## config.mk

```make
export PLATFORM = sky130hd
export DESIGN_NAME = mem_bus_arbiter
export DESIGN_NICKNAME = d
export VERILOG_FILES = /design/src/rtl/mem_arb_pkg.sv /design/src/rtl/bus_watchdog.sv /design/src/rtl/mem_bus_arbiter.sv
export SDC_FILE = /design/constraint.sdc
export NUM_CORES = 1
export LEC_CHECK = 0
export BUFFER_PORTS_ARGS = -buffer_cell sky130_fd_sc_hd__buf_2
export CAP_MARGIN = 5
export CORE_UTILIZATION = 25
export DETAILED_ROUTE_END_ITERATION = 8
export MAX_ROUTING_LAYER = met4
export SLEW_MARGIN = 20
export SYNTH_ARGS = -nofsm -noshare
export SYNTH_HDL_FRONTEND = slang
export SYNTH_SLANG_ARGS = --single-unit
```

## constraint.sdc

```tcl
create_clock -name iCLK -period 4.6 [get_ports iCLK]
set_input_delay 0.92 -clock iCLK [delete_from_list [all_inputs] [get_ports iCLK]]
set_output_delay 0.92 -clock iCLK [all_outputs]
set_load 0.02 [all_outputs]
```

## src/rtl/mem_arb_pkg.sv

```systemverilog
// mem_arb_pkg: shared state encoding and constants for the memory bus arbiter.
// Latency: none, declarations only.
// Backpressure: none, declarations only.
package mem_arb_pkg;

  // Arbiter FSM encoding, kept as plain constants for legacy tools.
  localparam logic [1:0] IDLE   = 2'd0;
  localparam logic [1:0] BUSY_I = 2'd1;
  localparam logic [1:0] BUSY_D = 2'd2;

  // Instruction fetches always read a full word.
  localparam logic [3:0] FETCH_BE = 4'b1111;

  localparam int DEF_TIMEOUT = 255;
  localparam int DEF_MAXD    = 4;

  // Watchdog counter width and starvation counter width.
  localparam int WD_W     = 8;
  localparam int STARVE_W = 3;

endpackage

```

## src/rtl/bus_watchdog.sv

```systemverilog
// bus_watchdog: 8-bit cycle counter that flags when an access has run LIMIT cycles.
// Latency: expired is combinational from the count, asserted during the LIMIT-th enabled cycle.
// Backpressure: none; clear wins over enable, count saturates at all-ones.
module bus_watchdog
  import mem_arb_pkg::*;
#(
  parameter int LIMIT = DEF_TIMEOUT
) (
  input  logic iCLK,
  input  logic iRST,
  input  logic iClr,
  input  logic iEn,
  output logic oExpired
);

  // Count value seen during the LIMIT-th enabled cycle after a clear.
  localparam logic [WD_W-1:0] LAST = 8'(LIMIT - 1);

  logic [WD_W-1:0] count_q;
  logic [WD_W-1:0] count_d;

  // Clear restarts the window; otherwise count enabled cycles without wrapping.
  always_comb begin
    count_d = count_q;
    if (iClr) begin
      count_d = '0;
    end else if (iEn && (count_q != '1)) begin
      count_d = count_q + 1'b1;
    end
  end

  // Counter register.
  always_ff @(posedge iCLK or posedge iRST) begin
    if (iRST) begin
      count_q <= '0;
    end else begin
      count_q <= count_d;
    end
  end

  assign oExpired = iEn && (count_q == LAST);

endmodule

```

## src/rtl/mem_bus_arbiter.sv

```systemverilog
// mem_bus_arbiter: shares one variable-latency memory port between fetch and data masters.
// Latency: strobes one cycle after request; valid/data one cycle after iMReady (min access 2 cycles).
// Backpressure: masters hold requests until their valid pulse; watchdog aborts a stalled slave.
module mem_bus_arbiter
  import mem_arb_pkg::*;
#(
  parameter int AW      = 32,
  parameter int DW      = 32,
  parameter int MAXD    = DEF_MAXD,
  parameter int TIMEOUT = DEF_TIMEOUT
) (
  input  logic          iCLK,
  input  logic          iRST,
  input  logic          iIReq,
  input  logic [AW-1:0] iIAddr,
  output logic [DW-1:0] oIReadData,
  output logic          oIValid,
  input  logic          iDRead,
  input  logic          iDWrite,
  input  logic [3:0]    iDByteEnable,
  input  logic [AW-1:0] iDAddr,
  input  logic [DW-1:0] iDWriteData,
  output logic [DW-1:0] oDReadData,
  output logic          oDValid,
  output logic          oMReadEnable,
  output logic          oMWriteEnable,
  output logic [3:0]    oMByteEnable,
  output logic [AW-1:0] oMAddress,
  output logic [DW-1:0] oMWriteData,
  input  logic [DW-1:0] iMReadData,
  input  logic          iMReady,
  output logic          oError,
  output logic          oBusy
);

  localparam logic [STARVE_W-1:0] MAXD_C = 3'(MAXD);

  logic [1:0]          state_q,   state_d;
  logic                m_rd_q,    m_rd_d;
  logic                m_wr_q,    m_wr_d;
  logic [3:0]          m_be_q,    m_be_d;
  logic [AW-1:0]       m_addr_q,  m_addr_d;
  logic [DW-1:0]       m_wdata_q, m_wdata_d;
  logic [DW-1:0]       i_rdata_q, i_rdata_d;
  logic [DW-1:0]       d_rdata_q, d_rdata_d;
  logic                i_vld_q,   i_vld_d;
  logic                d_vld_q,   d_vld_d;
  logic                err_q,     err_d;
  logic [STARVE_W-1:0] starve_q,  starve_d;

  logic arb;
  logic allow_i, allow_d;
  logic cand_i, cand_d;
  logic grant_i, grant_d;
  logic wd_expired;

  // Re-arbitration edges (idle or completion) restart the timeout window.
  bus_watchdog #(
    .LIMIT (TIMEOUT)
  ) u_watchdog (
    .iCLK     (iCLK),
    .iRST     (iRST),
    .iClr     (arb),
    .iEn      (state_q != IDLE),
    .oExpired (wd_expired)
  );

  // Completion/abort handling, then arbitration with the completing master excluded.
  always_comb begin
    state_d   = state_q;
    m_rd_d    = m_rd_q;
    m_wr_d    = m_wr_q;
    m_be_d    = m_be_q;
    m_addr_d  = m_addr_q;
    m_wdata_d = m_wdata_q;
    i_rdata_d = i_rdata_q;
    d_rdata_d = d_rdata_q;
    i_vld_d   = 1'b0;
    d_vld_d   = 1'b0;
    err_d     = 1'b0;
    starve_d  = starve_q;
    arb       = 1'b0;
    allow_i   = 1'b1;
    allow_d   = 1'b1;
    cand_i    = 1'b0;
    cand_d    = 1'b0;
    grant_i   = 1'b0;
    grant_d   = 1'b0;

    case (state_q)
      BUSY_I: begin
        if (iMReady) begin
          i_rdata_d = iMReadData;
          i_vld_d   = 1'b1;
          arb       = 1'b1;
          allow_i   = 1'b0;
        end else if (wd_expired) begin
          i_rdata_d = '0;
          i_vld_d   = 1'b1;
          err_d     = 1'b1;
          state_d   = IDLE;
          m_rd_d    = 1'b0;
          m_wr_d    = 1'b0;
        end
      end
      BUSY_D: begin
        if (iMReady) begin
          // Stores never return data; the load register keeps its last value.
          if (!m_wr_q) begin
            d_rdata_d = iMReadData;
          end
          d_vld_d = 1'b1;
          arb     = 1'b1;
          allow_d = 1'b0;
        end else if (wd_expired) begin
          d_rdata_d = '0;
          d_vld_d   = 1'b1;
          err_d     = 1'b1;
          state_d   = IDLE;
          m_rd_d    = 1'b0;
          m_wr_d    = 1'b0;
        end
      end
      default: arb = 1'b1;
    endcase

    if (arb) begin
      cand_i  = iIReq & allow_i;
      cand_d  = (iDRead | iDWrite) & allow_d;
      // Data wins unless the fetch has already been passed over MAXD times.
      grant_i = cand_i & (~cand_d | (starve_q == MAXD_C));
      grant_d = cand_d & ~grant_i;
      if (grant_i) begin
        state_d   = BUSY_I;
        m_rd_d    = 1'b1;
        m_wr_d    = 1'b0;
        m_be_d    = FETCH_BE;
        m_addr_d  = iIAddr;
        m_wdata_d = '0;
      end else if (grant_d) begin
        state_d   = BUSY_D;
        m_rd_d    = ~iDWrite;
        m_wr_d    = iDWrite;
        m_be_d    = iDByteEnable;
        m_addr_d  = iDAddr;
        m_wdata_d = iDWriteData;
      end else begin
        state_d = IDLE;
        m_rd_d  = 1'b0;
        m_wr_d  = 1'b0;
      end
    end

    if (grant_i || !iIReq) begin
      starve_d = '0;
    end else if (grant_d && (starve_q != '1)) begin
      starve_d = starve_q + 1'b1;
    end
  end

  // State, latched access and returned data registers.
  always_ff @(posedge iCLK or posedge iRST) begin
    if (iRST) begin
      state_q   <= IDLE;
      m_rd_q    <= 1'b0;
      m_wr_q    <= 1'b0;
      m_be_q    <= '0;
      m_addr_q  <= '0;
      m_wdata_q <= '0;
      i_rdata_q <= '0;
      d_rdata_q <= '0;
      i_vld_q   <= 1'b0;
      d_vld_q   <= 1'b0;
      err_q     <= 1'b0;
      starve_q  <= '0;
    end else begin
      state_q   <= state_d;
      m_rd_q    <= m_rd_d;
      m_wr_q    <= m_wr_d;
      m_be_q    <= m_be_d;
      m_addr_q  <= m_addr_d;
      m_wdata_q <= m_wdata_d;
      i_rdata_q <= i_rdata_d;
      d_rdata_q <= d_rdata_d;
      i_vld_q   <= i_vld_d;
      d_vld_q   <= d_vld_d;
      err_q     <= err_d;
      starve_q  <= starve_d;
    end
  end

  assign oMReadEnable  = m_rd_q;
  assign oMWriteEnable = m_wr_q;
  assign oMByteEnable  = m_be_q;
  assign oMAddress     = m_addr_q;
  assign oMWriteData   = m_wdata_q;
  assign oIReadData    = i_rdata_q;
  assign oIValid       = i_vld_q;
  assign oDReadData    = d_rdata_q;
  assign oDValid       = d_vld_q;
  assign oError        = err_q;
  assign oBusy         = (state_q != IDLE);

endmodule

```

==> flow_summary.toml <==
[timing]
finalSetupViolCount = 0
skew_ps = 15.06
setup_tns_ps = 0
worst_slack_ps = 2216
min_period_ps = 2384
final_max_slew_viol_count = 0
min_period_over_period = 0.5184
clock.fmax_mhz = 419.4
hold_violations = 0
worstMarginPinSlew_ps = 918.3
grt_setup_unrepaired = "no"
slew_headroom = 0.3865

[worst_setup_path]
worstRegToRegCells = 7
r2r_slack_ps = 2220
worst_ep_arrival_time_ps = 2730
worstReg2RegStart = "state_q[0]$_DFFE_PP0P_"
cp.required_ps = 4940
reg2reg_to = "oMAddress[21]$_DFFE_PP0P_"
cp-startpoint = "state_q[0]$_DFFE_PP0P_"
crit_fanout = 43
crit_path_start_kind = "flip-flop"
cp-end-kind = "flip-flop"
criticalPathCategory = "reg2reg"

[synthesis]
syn_area_sq_um = 6113
synth_cell_types = 45
synth_top_area_frac = 0.6140
synth_seq_area_share = 0.6140
synthCells = 510
syn_avg_cell_area_sq_um = 11.99
synth_ff_type = "dfrtp_1"
syn_nets = 656
async_reset_ff_frac = 1.000
ys_seq_elements = 150
synth_top_cell_by_area = "dfrtp_1"
synth_edf_count = 0
synthTopCellsByArea = "dfrtp_1, a22o_1, a21oi_1"
yosys_warnings = 0

[run_status]
status = "completed"

[drt]
firstDrtPassIters = 4
totalWireLength_um = 17160
vias = 5057
drc = 0
routedWlPerCell_um = 15.44
viasPerCell = 4.552
drtAntennaViolNets = 0
dr.first_iter.drc_count = 239

[global_routing]
grt_pass1_wl_um = 25640
grt_pass1_vias = 4911
grt_max_degree = 78
antenna_found_initial = 1
grt-ovfl-total = 0
track_usage = 0.1379

[floorplanning]
die_x_um = 158.4
top_level_ports = 276
fp.dieArea_sq_um = 25080
num_rows = 56
die_h_um = 158.4
initial_utilization = 0.2574
core_area_sq_um = 23750

[power_and_ir_drop]
powerDensity_nw_per_um2 = 756.1
p_leak_nw = 4.274
ir_drop_mv = 0.2479

[clocking]
cts.sinks = 150
cts_buffers = 17
cts_max_level = 4
clock_path_buffers = 2
cts-root-buf = "clkbuf_16"
cts_resized = 0
clk_pin_slew_ps = 70
post_cts_buffers = 0
cts-hold-fix-buffers = 0
cts_tree = "done"
clkLatencyLatePin_ps = 420

[placed_design]
dp_hpwl_um = 11720
portBuffers = 275
place_ws_ps = 1770
place_congestion = 0.7468
placed_area_sq_um = 7761

[min_path]
holdPathStages = 1
hold_start = "oIReadData[10]$_DFFE_PP0P_"
min_to = "oIReadData[10]$_DFFE_PP0P_"
hp-class = "reg2reg"

[finish]
fin_area_sq_um = 8343
drive_gt1_frac = 0.4147
nNetsFinal = 924
finish.utilization = 0.3512
area_delta_synth_final_pct = 36.47

[flow_run]
maxCapViolCount = 0
-- registers in the layout, indices dropped and copies added (netlist names) --
register / cells
oDReadData: 32
oIReadData: 32
oMAddress: 32
oMWriteData: 32
u_watchdog.count_q: 8
oMByteEnable: 4
starve_q: 3
state_q: 2
oDValid: 1
oError: 1
oIValid: 1
oMReadEnable: 1
oMWriteEnable: 1
-- report_power, final --
| group | internal, mW | switching [mW] |
|---|---|---|
| Combinational | 1.00 | 1.70 |
| Sequential | 1.90 | 0.319 |
| Clock | 0.810 | 0.569 |
-- cells in the mapped netlist (4+ instances only) --
cell type / number
a21oi_1: 66
o21ai_0: 8
buf_6: 8
nand2_1: 42
nor2_1: 40
buf_4: 4
clkbuf_1: 6
a31oi_1: 4
ha_1: 8
dfrtp_1: 150
buf_2: 16
nor2b_1: 4
o22a_1: 4
a22o_1: 95
inv_1: 10
-- cells in the final DEF, fill, tap and decap left out, types with 2 or more instances in the layout --
cell type and count:
a211oi_1 3, a21oi_1 66, a22o_1 95, a31oi_1 4
and2_1 2, and4_1 2, buf_2 275, buf_4 10
bufinv_16 2, clkbuf_1 3, clkbuf_16 17, clkinvlp_4 4
dfrtp_1 150, ha_1 8, inv_1 9, inv_6 4
nand2_1 42, nand3_1 3, nor2_1 40, nor2b_1 4
nor3_1 2, o21a_1 2, o21ai_0 8, o21ai_2 3
o22a_1 4, o31ai_1 2, xnor2_1 3
-- worst max-delay path by stage --
stage / slack [ps] / endpoint
2_1_floorplan: 1790 / oDReadData[0]$_DFFE_PP0P_
3_3_place_gp: 1790 / oMAddress[31]$_DFFE_PP0P_
3_5_place_dp: 1770 / oMAddress[17]$_DFFE_PP0P_
4_1_cts: 2150 / oMAddress[14]$_DFFE_PP0P_
5_1_grt: 1950 / oMAddress[20]$_DFFE_PP0P_
6_report: 2220 / oMAddress[21]$_DFFE_PP0P_
-- cells by family after synthesis --
| kind of cell | share of synthesized area |
|---|---|
| fa+ha+maj | 0.01637 |
| buf+inv | 0.04441 |
| simple gates | 0.07736 |
| xor+xnor | 0.004299 |
| flops | 0.6140 |
| compound gates | 0.2436 |
-- final cells by class --
| class | instances | area [sq um] |
|---|---|---|
| Fill cell | 2383 | 15410 |
| Sequential cell | 150 | 3754 |
| Multi-Input combinational cell | 313 | 2096 |
| Timing Repair Buffer | 286 | 1471 |
| Clock buffer | 20 | 436.7 |
| Tap cell | 319 | 399.1 |
| Clock inverter | 12 | 142.6 |
| Inverter | 10 | 41.29 |
| Antenna cell | 1 | 2.502 |
-- layer usage --
layer / routed length [um] / vias to the layer above / global-route usage / part of all wire
met3: 1402 / 18 / 0.03620 / 0.082
met4: 199 / 0 / 0.04716 / 0.012
met5: 0 / - / - / 0
met1: 7567 / 2398 / 0.1701 / 0.44
li1: - / 2391 / - / -
met2: 7987 / 250 / 0.2183 / 0.47
-- stage by stage --
step,instances,hold WS [ps],total power [mW]
after floorplan,510,490.9,4.039
after global placement,1078,479.1,4.956
after detailed placement,1078,476.4,4.971
after CTS,1110,496.9,6.403
after global routing,1111,505.1,6.743
final,1111,490.7,6.308
-- worst max-delay path, cell delays in order (launching register included) --
cell and delay, ps:
dfrtp_1 400, inv_1 90, ha_1 280, a2bb2oi_1 160
o21ai_4 590, buf_4 530, a21oi_1 70, a21oi_1 170
(Power assumes the default switching activity.)
